`src/rtl/rtc_read_sequencer.sv`:
```
`default_nettype none
// ============================================================================
// rtc_read_sequencer: sweeps nine RTC time registers into the display bank,
// with a per-read acknowledge timeout.
// Revision: 1.0
// ============================================================================
module rtc_read_sequencer #(
  parameter int TIMEOUT = 255
) (
  input  logic       clk,
  input  logic       reset,
  input  logic       start,
  output logic       rd_req,
  output logic [7:0] rd_addr,
  input  logic       rd_ack,
  input  logic [7:0] rd_data,
  output logic       En,
  output logic [3:0] sel_reg,
  output logic [7:0] data_save,
  output logic       busy,
  output logic       done,
  output logic       err
);

  localparam int             CNT_W    = (TIMEOUT < 2) ? 1 : $clog2(TIMEOUT + 1);
  localparam logic [CNT_W-1:0] CNT_LAST = CNT_W'(TIMEOUT - 1);
  localparam logic [3:0]     IDX_LAST = 4'd8;

  typedef enum logic [1:0] {
    IDLE  = 2'd0,
    REQ   = 2'd1,
    WRITE = 2'd2,
    DONE  = 2'd3
  } state_t;

  state_t           state;
  state_t           state_nxt;
  logic [3:0]       idx;
  logic [CNT_W-1:0] cnt;
  logic             ack_hit;
  logic             to_hit;

  // An acknowledge in the final wait cycle takes priority over the timeout.
  assign ack_hit = (state == REQ) && rd_ack;
  assign to_hit  = (state == REQ) && !rd_ack && (cnt == CNT_LAST);

  always_ff @(posedge clk or negedge reset) begin
    if (!reset) begin
      state <= IDLE;
    end else begin
      state <= state_nxt;
    end
  end

  // WRITE doubles as the post-read slot for both the En and err pulses.
  always_comb begin
    state_nxt = state;
    case (state)
      IDLE:    if (start) state_nxt = REQ;
      REQ:     if (ack_hit || to_hit) state_nxt = WRITE;
      WRITE:   state_nxt = (idx == IDX_LAST) ? DONE : REQ;
      DONE:    state_nxt = IDLE;
      default: state_nxt = IDLE;
    endcase
  end

  always_ff @(posedge clk or negedge reset) begin
    if (!reset) begin
      idx       <= 4'd0;
      cnt       <= '0;
      En        <= 1'b0;
      err       <= 1'b0;
      done      <= 1'b0;
      sel_reg   <= 4'd0;
      data_save <= 8'h00;
    end else begin
      En   <= ack_hit;
      err  <= to_hit;
      done <= (state == WRITE) && (idx == IDX_LAST);
      cnt  <= (state == REQ) ? cnt + 1'b1 : '0;
      if (state == IDLE && start) begin
        idx <= 4'd0;
      end else if (state == WRITE && idx != IDX_LAST) begin
        idx <= idx + 4'd1;
      end
      if (ack_hit) begin
        data_save <= rd_data;
        sel_reg   <= idx;
      end
    end
  end

  always_comb begin
    rd_addr = 8'h00;
    if (state == REQ) begin
      case (idx)
        4'd0:    rd_addr = 8'h21;
        4'd1:    rd_addr = 8'h22;
        4'd2:    rd_addr = 8'h23;
        4'd3:    rd_addr = 8'h24;
        4'd4:    rd_addr = 8'h25;
        4'd5:    rd_addr = 8'h26;
        4'd6:    rd_addr = 8'h41;
        4'd7:    rd_addr = 8'h42;
        4'd8:    rd_addr = 8'h43;
        default: rd_addr = 8'h00;
      endcase
    end
  end

  assign rd_req = (state == REQ);
  assign busy   = (state == REQ) || (state == WRITE);

endmodule
`default_nettype wire

```
`config.mk`:
```
export PLATFORM = sky130hd
export DESIGN_NAME = rtc_read_sequencer
export DESIGN_NICKNAME = d
export VERILOG_FILES = /design/src/rtl/rtc_read_sequencer.sv
export SDC_FILE = /design/constraint.sdc
export NUM_CORES = 1
export LEC_CHECK = 0
export BUFFER_PORTS_ARGS = -buffer_cell sky130_fd_sc_hd__buf_2
export CAP_MARGIN = 25
export CORE_ASPECT_RATIO = 0.75
export CORE_MARGIN = 5
export CORE_UTILIZATION = 38
export CTS_CLUSTER_SIZE = 25
export DETAILED_ROUTE_END_ITERATION = 16
export GPL_ROUTABILITY_DRIVEN = 0
export PLACE_DENSITY = 0.57
export SYNTH_ARGS = -nofsm -noshare
export SYNTH_HDL_FRONTEND = slang
export SYNTH_SLANG_ARGS = --single-unit
```
`constraint.sdc`:
```
create_clock -name clk -period 3.1 [get_ports clk]
set_input_delay 0.31 -clock clk [delete_from_list [all_inputs] [get_ports clk]]
set_output_delay 0.31 -clock clk [all_outputs]
set_load 0.005 [all_outputs]
```
==> results of run 1 <==
-- routing by layer --
metal | routed length, µm | vias up | track usage, %
met5 | 0 | - | 0
met4 | 68 | 0 | 7.17
met3 | 148 | 9 | 4.61
met2 | 1260 | 25 | 19.1
met1 | 1190 | 461 | 14.6
li1 | - | 466 | -
-- metrics by stage --
step / cells / total power, W / utilization [%] / worst slack, ns
finish: 207 / 0.00143 / 46.8 / 1.12
CTS: 207 / 0.00146 / 46.8 / 1.08
global placement: 200 / 0.00112 / 44.4 / 1.29
floorplan: 122 / 0.000935 / - / 1.61
detailed placement: 200 / 0.00114 / 44.4 / 1.17
global route: 207 / 0.00156 / 46.8 / 0.957
-- worst paths after layout --
check	start	end	slack (ns)	depth (start not counted)
hold reg to reg	sel_reg[0]	sel_reg[0]	0.49	2
setup reg to reg	state[1]	data_save[4]	1.22	4
max in group asynchronous	reset	idx[2]	2.63	1
min in group clk	rd_data[2]	data_save[2]	0.26	2
hold / removal	reset	En	0.05	1
setup / recovery	state[1]	rd_addr[2]	1.12	5
-- kinds of logic (layout without fill, tap and decap cells) --
group	Yosys count	count (layout)	synth area share, %
simple gates	34	34	13.9
flops	29	29	51.6
compound gates	14	14	8.27
buf+inv	14	47	4.80
mux	12	12	9.42
xor+xnor	9	9	5.60
fa+ha+maj	7	7	6.22
other cells	1	3	0.266
-- cells in the mapped netlist, types with 2 or more instances --
library cell | instances | share of area (%)
dfrtp_1 | 29 | 52
mux2_2 | 10 | 8.0
and2_1 | 9 | 4.0
ha_1 | 7 | 6.2
inv_1 | 7 | 1.9
nand2_1 | 7 | 1.9
xnor2_1 | 6 | 3.7
a21oi_1 | 4 | 1.4
nand3_1 | 4 | 1.4
o21ai_0 | 4 | 1.4
buf_2 | 3 | 1.1
buf_4 | 3 | 1.6
nand4_1 | 3 | 1.3
nor2_1 | 3 | 0.80
xor2_1 | 3 | 1.9
mux2i_1 | 2 | 1.4
nor2b_1 | 2 | 0.89
-- layout make-up --
cell class / count / share of cell area [%]
well taps: 52 / 3.85
clock buffers: 7 / 5.11
flip-flops and latches: 29 / 42.9
multi-input cells: 79 / 36.8
repair buffers: 33 / 9.77
inverters: 7 / 1.55
-- power by group --
| part | internal [W] | leakage [nW] | switching, W | total (W) |
|---|---|---|---|---|
| Combinational | 0.000280 | 0.426 | 0.000266 | 0.000545 |
| Clock | 0.000176 | 0.0443 | 0.000135 | 0.000311 |
| Sequential | 0.000497 | 0.377 | 0.0000809 | 0.000578 |
==> out/metrics.sh, run 1 <==
CRITICAL_PATH_ARRIVAL_NS=1.67
CRIT_PATH_MAX_FANOUT=15
FINALSETUPVIOLATIONS=0
CRITICAL_PATH.MAX_STAGE_DELAY_NS=0.41
HOLDBUFCOUNTCTS=0
POST_SYNTHESIS_AREA_PER_INSTANCE_UM2=11.7
CRIT_PATH_START_KIND='flop'
FIN_HOLD_WS_NS=0.0508
TIMING.CRITICAL_PATH.MAX_DELAY_FAMILY='adder cells'
LARGEST_NET_DEGREE_AT_THE_START_OF_GLOBAL_ROUTING=30
MULTI_INPUT_COMB_AREA_UM2=622
CTS_TREE='built'
GRT_PASS1_VIAS=1061
POST_CTS_RESIZE_COUNT=0
LAYOUT_WORST_PATH_CYCLE_SHARE_PCT=63.8
CTS_HTREE_LEVELS=2
FINAL_COMMON_CELL='buf_2'
CAP_VIOL_MAX_COUNT=0
AVGVIACOUNTPERCELL=4.64
CTSROOTBUFFERMASTER='clkbuf_8'
SYNTH_SEQ_AREA_SHARE_PCT=51.6
WL_UM=2670
INITIAL_UTILIZATION_PCT=39.0
POST_DP_CELL_AREA_MM2=0.00160
TIMING.MAX_SLEW.REL_SLACK_PCT=57.3
FINALCRITICALPERIOD_NS=1.98
CTS_SETUP_BUFFERS=0
CTS_BUFFER_DEPTH=2
AREA_DELTA_SYNTH_FINAL_PCT=20.1
ANTENNA_VIOLATIONS_BEFORE_REPAIR=0
FMAXACHIEVABLE_MHz=506
LEAK_PWR_nW=0.847
NUMBER_OF_I_O_PINS=37
ROWS=19
TOTAL_DIE_AREA_MM2=0.00503
FLIP_FLOP_AND_LATCH_COUNT_AFTER_SYNTHESIS=29
TIMING_HOLD_VIOLATIONS_FINAL=0
PATH_BUF_INV=2
POST_ROUTE_CELLS_DRIVE_ABOVE_1_SHARE_PCT=35.5
DIE_HEIGHT_UM=62.7
YOSYSWARNINGS=0
PLACE.DETAILED.HPWL_UM=1960
GR-USAGE-ALL-LAYERS_PCT=12.4
SYNTH_ASYNC_SR_FLOP_SHARE_PCT=100
YOSYSUNIQUECELLTYPES=31
FIN_SKEW_NS=0.00492
VIAS=961
CTS_INSERTED_BUFFERS=5
DRT_ITER0_MARKERS=34
OUTCOME='complete, no violations'
PLACEABLECOREAREA_MM2=0.00361
DIE_W_UM=80.3
MAXSLEWVIOLCOUNT=0
NFILLCELLS=344
CRIT_SLOWEST_CELL='ha_1'
WORSTSETUPENDPOINTTYPE='output pin'
FINAL_CELL_MIX='buf_2, dfrtp_1, mux2_2'
CLOCK_INSERTION_DELAY_WORST_SKEW_NS=0.28
HOLD_REMOVAL_PATH_CLASS='input port to async pin'
RSZ0062_AT_GRT='no'
FINAL_NETS=174
PATH_CELLS='inv_1 -> ha_1 -> and3b_1 -> o21a_1 -> buf_2'
FINAL.SETUP.TNS_NS=0
SYNTH_ENABLE_FLOP_CELLS=0
ROUTE.DETAILED.WL_PER_INST_UM=12.9
SYNTH_FF_TYPE='dfrtp_1'
LARGESTREGISTERS='cnt (8), data_save (8)'
FINAL_ANTENNA_VIOLATING_NET_COUNT=0
GRT_FIRST_PASS_WIRELENGTH_UM=4780
PLACEMENT.IO_BUFFERS=33
FIN_AREA_MM2=0.00169
SYN_INST=120
ANTENNA_CELLS=0
GRT.OVERFLOW.TOTAL=0
SYNTH_AREA_MM2=0.00141
IRDROPWORSTVDD_mV=0.396
WORST-SETUP-PATH-TYPE='flop to output pin'
CTS_SINKS=29
ROUTE.DETAILED.DRC=0
PIN_SLEW_WITH_THE_LEAST_HEADROOM_TO_ITS_LIMIT_NS=0.640
POWER_DENSITY_mW_PER_MM2=848
REGISTER_AREA_UM2=726
CLK_PIN_SLEW_WORST_PATHS_NS=0.06
FIRSTDRTPASSITERS=4
CP.REQUIRED_NS=2.79
No activity file was read; power rests on OpenSTA's default activity.
==> run 2: changes to the inputs <==
- clock period: 3.1 -> 1.9 ns (I/O delays scaled with it)
==> out/metrics.sh, run 2 (synthesis results as in run 1) <==
GRT_FIRST_PASS_WIRELENGTH_UM=4620
IRDROPWORSTVDD_mV=0.722
HOLD_PATH_DEPTH=2
POWER_DENSITY_mW_PER_MM2=1480
FINALCRITICALPERIOD_NS=1.76
FINAL_COMMON_CELL='buf_2'
LARGEST_NET_DEGREE_AT_THE_START_OF_GLOBAL_ROUTING=30
HOLD_REMOVAL_PATH_CLASS='input port to flop'
TIMING_HOLD_VIOLATIONS_FINAL=0
GRT.OVERFLOW.TOTAL=0
PIN_SLEW_WITH_THE_LEAST_HEADROOM_TO_ITS_LIMIT_NS=0.651
CTS_INSERTED_BUFFERS=5
ANTENNA_CELLS=0
CLK_PIN_SLEW_WORST_PATHS_NS=0.07
DRT_ITER0_MARKERS=52
CRIT_PATH_MAX_FANOUT=3
FINAL_ANTENNA_VIOLATING_NET_COUNT=0
WORSTSETUPENDPOINTTYPE='output pin'
ROUTE.DETAILED.DRC=0
FINAL.SETUP.TNS_NS=0
GR-USAGE-ALL-LAYERS_PCT=11.9
GRT_PASS1_VIAS=971
HOLD_START='rd_data[7]'
TIMING.MAX_SLEW.REL_SLACK_PCT=56.6
FIN_UTIL_PCT=49.8
CRIT_SLOWEST_CELL='dfrtp_1'
PATH_BUF_INV=2
CAP_VIOL_MAX_COUNT=0
VIAS=984
LEAK_PWR_nW=0.905
RR_STARTPOINT='state[1]'
CRITICAL_PATH_ARRIVAL_NS=1.57
CRITICAL_PATH.MAX_STAGE_DELAY_NS=0.37
TIMING.CRITICAL_PATH.MAX_DELAY_FAMILY='flip-flops'
INITIAL_UTILIZATION_PCT=39.0
FINALSETUPVIOLATIONS=0
PLACE.DETAILED.HPWL_UM=2080
ROUTE.DETAILED.WL_PER_INST_UM=12.8
REG2REG_SLACK_NS=0.25
POST_ROUTE_CELLS_DRIVE_ABOVE_1_SHARE_PCT=38.3
AREA_DELTA_SYNTH_FINAL_PCT=27.7
CTS_SINKS=29
CLOCK_INSERTION_DELAY_WORST_SKEW_NS=0.28
RSZ0062_AT_GRT='no'
TOTAL_DIE_AREA_MM2=0.00503
MAXSLEWVIOLCOUNT=0
CTSROOTBUFFERMASTER='clkbuf_8'
FMAXACHIEVABLE_MHz=567
CP.REQUIRED_NS=1.71
LARGESTREGISTERS='cnt (8), data_save (8)'
PLACEABLECOREAREA_MM2=0.00361
ROWS=19
FINAL_NETS=180
DIE_HEIGHT_UM=62.7
OUTCOME='complete, no violations'
WORST-SETUP-PATH-TYPE='flop to output pin'
CTS_TREE='built'
FIN_SKEW_NS=0.00758
DIE_W_UM=80.3
CTS_HTREE_LEVELS=2
RR_WORST_DEPTH=5
FINAL_CELL_MIX='buf_2, dfrtp_1, mux2_2'
PATH_CELLS='inv_1 -> ha_1 -> mux2i_1 -> o22ai_1 -> and2_1 -> buf_2'
FIRSTDRTPASSITERS=4
AVGVIACOUNTPERCELL=4.60
PLACEMENT.IO_BUFFERS=33
NUMBER_OF_I_O_PINS=37
HOLD-PATH-ENDPOINT='data_save[7]'
WL_UM=2730
CTS_BUFFER_DEPTH=2
ANTENNA_VIOLATIONS_BEFORE_REPAIR=0
LAYOUT_WORST_PATH_CYCLE_SHARE_PCT=92.8
RR_ENDPOINT='data_save[6]'
CRIT_PATH_START_KIND='flop'
-- run 2: stage by stage --
step	cell area (µm²)	setup slack (ns)	hold slack (ns)	instances	power, W
floorplan	1420	0.413	-0.106	122	0.00153
detailed placement	1630	0.246	0.257	202	0.00190
global route	1800	0.0388	0.132	214	0.00287
finish	1800	0.137	0.142	214	0.00266
global placement	1630	0.309	0.250	202	0.00187
CTS	1780	0.0560	0.135	211	0.00267
-- run 2: what timing repair did --
| action | 4_1_cts | 5_1_grt |
|---|---|---|
| endpoints found under the hold margin | 29 | 0 |
| gates resized for setup | 0 | 0 |
| hold buffers | 1 | 0 |
| setup buffers | 0 | 3 |
| setup endpoints to repair | 0 | 2 |
-- run 2: how the worst max path moves through the flow --
stage,startpoint,end,cells after the start
after floorplan,state[1],data_save[5],5
after global placement,state[1],sel_reg[3],5
after global routing,idx[0],rd_addr[1],6
after CTS,idx[0],rd_addr[1],6
after detailed placement,state[1],data_save[6],5
final,idx[0],rd_addr[1],6
-- run 2: metal layers --
metal,vias to the layer above,wire length (µm),GRT usage [%]
met5,-,0,0
met4,0,33,5.06
met3,4,175,4.61
met2,24,1290,18.7
met1,474,1240,14.4
li1,482,-,-
-- run 2: layout make-up --
class / instances / area, µm²
fillers: 343 / 1820
flip-flops and latches: 29 / 726
multi-input cells: 79 / 622
repair buffers: 39 / 225
clock buffers: 5 / 68.8
clock inverters: 3 / 65.1
well taps: 52 / 65.1
inverters: 7 / 26.3
-- run 2: report_power, final --
group          switching [W]  internal [W]  total [W]
logic               0.000451      0.000523   0.000975
registers           0.000124      0.000810   0.000934
clock network       0.000235      0.000521   0.000756
total               0.000810       0.00185    0.00266
==> run 3: changes to the inputs <==
- CELL_PAD_IN_SITES_DETAIL_PLACEMENT: not set -> 1
- CELL_PAD_IN_SITES_GLOBAL_PLACEMENT: not set -> 1
- PLACE_DENSITY: 0.57 -> 0.7
==> out/metrics.sh, run 3 (synthesis results as in run 1) <==
OUTCOME='complete, no violations'
AVGVIACOUNTPERCELL=4.63
TIMING_HOLD_VIOLATIONS_FINAL=0
ANTENNA_CELLS=0
WORSTSETUPENDPOINTTYPE='output pin'
CRIT_PATH_START_KIND='flop'
WL_UM=3000
CTS_INSERTED_BUFFERS=5
POWER_DENSITY_mW_PER_MM2=1380
LEAK_PWR_nW=0.855
FINALCRITICALPERIOD_NS=1.76
FINAL_CELL_COUNT_NO_FILL=211
CLK_PIN_SLEW_WORST_PATHS_NS=0.06
GRT_FIRST_PASS_WIRELENGTH_UM=5190
RR_STARTPOINT='state[1]'
VIAS=977
TOTAL_DIE_AREA_MM2=0.00503
CRITICAL_PATH.MAX_STAGE_DELAY_NS=0.41
PLACE.DETAILED.HPWL_UM=2300
RR_ENDPOINT='state[0]'
ROUTE.DETAILED.WL_PER_INST_UM=14.2
GRT.OVERFLOW.TOTAL=0
GRT_PASS1_VIAS=1088
PRE_CTS_SLACK_NS=0.259
CP.REQUIRED_NS=1.71
FIRSTDRTPASSITERS=3
IRDROPWORSTVDD_mV=0.735
CTS_SINKS=29
CTS_BUFFER_DEPTH=2
FINAL_COMMON_CELL='buf_2'
POST_DP_CELL_AREA_MM2=0.00162
CTS_TREE='built'
RR_WORST_DEPTH=6
FIN_AREA_MM2=0.00172
NUMBER_OF_INSTANCES_IN_THE_PLACED_DESIGN=202
MET2_WIRELENGTH_UM=1380
HOLD_PATH_DEPTH=2
CTSROOTBUFFERMASTER='clkbuf_8'
CRIT_PATH_START='idx[0]'
PLACEMENT.IO_BUFFERS=33
MAXSLEWVIOLCOUNT=0
NUMBER_OF_I_O_PINS=37
AREA_DELTA_SYNTH_FINAL_PCT=22.2
LARGEST_NET_DEGREE_AT_THE_START_OF_GLOBAL_ROUTING=30
FIN_HOLD_WS_NS=0.140
FINAL.SETUP.TNS_NS=0
REG2REG_SLACK_NS=0.34
ANTENNA_VIOLATIONS_BEFORE_REPAIR=0
FINAL_CELL_MIX='buf_2, dfrtp_1, mux2_2'
TIMING.MAX_SLEW.REL_SLACK_PCT=56.2
FINAL_ANTENNA_VIOLATING_NET_COUNT=0
WORST-SETUP-PATH-TYPE='flop to output pin'
CTS_SETUP_BUFFERS=0
CTS_HTREE_LEVELS=2
DRT_ITER0_MARKERS=31
FIN_SKEW_NS=0.00156
DIE_W_UM=80.3
RSZ0062_AT_GRT='no'
CRITICAL_PATH_ARRIVAL_NS=1.57
PLACEABLECOREAREA_MM2=0.00361
CLOCK_INSERTION_DELAY_WORST_SKEW_NS=0.28
PATH_CELLS='inv_2 -> ha_1 -> nand3b_1 -> o21ai_0 -> and2_1 -> buf_2'
FMAXACHIEVABLE_MHz=570
LARGESTREGISTERS='cnt (8), data_save (8)'
FINAL_NETS=177
DIE_HEIGHT_UM=62.7
INITIAL_UTILIZATION_PCT=39.0
POST_ROUTE_CELLS_DRIVE_ABOVE_1_SHARE_PCT=39.6
MET3_WIRELENGTH_UM=199
CRIT_SLOWEST_CELL='dfrtp_2'
CRIT_PATH_MAX_FANOUT=5
GR-USAGE-ALL-LAYERS_PCT=13.7
ROUTE.DETAILED.DRC=0
LAYOUT_WORST_PATH_CYCLE_SHARE_PCT=92.4
SETUP.WORST_PATH.END='rd_addr[6]'
HOLD_REMOVAL_PATH_CLASS='input port to flop'
FINALSETUPVIOLATIONS=0
POST-ROUTE-WORST-SETUP-SLACK_NS=0.144
DETAIL_ROUTE.WIRELENGTH.MET1_UM=1360
TOP_SIGNAL_LAYER_USED='met4'
CAP_VIOL_MAX_COUNT=0
ROWS=19
PIN_SLEW_WITH_THE_LEAST_HEADROOM_TO_ITS_LIMIT_NS=0.657
==> run 3: cell type report <==
class	instances	area [µm²]
fill	414	1890
sequential	29	728
multi-input combinational	79	624
timing repair buffer	36	190
clock buffer	5	68.8
tap	52	65.1
inverter	7	26.3
clock inverter	3	17.5
==> run 3: timing repair <==
| action | in CTS | in global routing |
|---|---|---|
| hold endpoints to repair | 29 | 0 |
| gates resized for setup | 0 | 4 |
| setup endpoints to repair | 0 | 4 |
| hold buffers | 1 | 0 |
==> run 3: worst min-delay path by stage <==
stage	start	endpoint
6_report	start	idx[0]
3_3_place_gp	reset	state[0]
2_1_floorplan	reset	En
4_1_cts	rd_data[5]	data_save[5]
5_1_grt	rd_data[2]	data_save[2]
3_5_place_dp	reset	state[0]
==> run 3: routing by layer <==
layer / vias to the layer above / global-route usage [%]
met5: - / 0
met4: 0 / 6.96
met3: 4 / 5.04
met2: 24 / 21.1
met1: 477 / 16.7
li1: 472 / -
==> run 3: power by group <==
part	internal (W)	total [W]	switching, W
Combinational	0.000485	0.000935	0.000450
Sequential	0.000814	0.000952	0.000138
Clock	0.000252	0.000483	0.000232
Total	0.00155	0.00237	0.000820
==> run 3: metrics by stage <==
stage          total power, W  util (%)
2_1_floorplan         0.00153         -
3_3_place_gp          0.00185      44.8
3_5_place_dp          0.00191      44.8
4_1_cts               0.00241      47.5
5_1_grt               0.00260      47.6
6_report              0.00237      47.6
==> run 3: critical path, delay by kind of cell, from the launching register on <==
kind / cells / cell delay, ns
compound gates: 1 / 0.12
fa+ha+maj: 1 / 0.21
buf+inv: 2 / 0.18
flops: 1 / 0.41
simple gates: 2 / 0.36
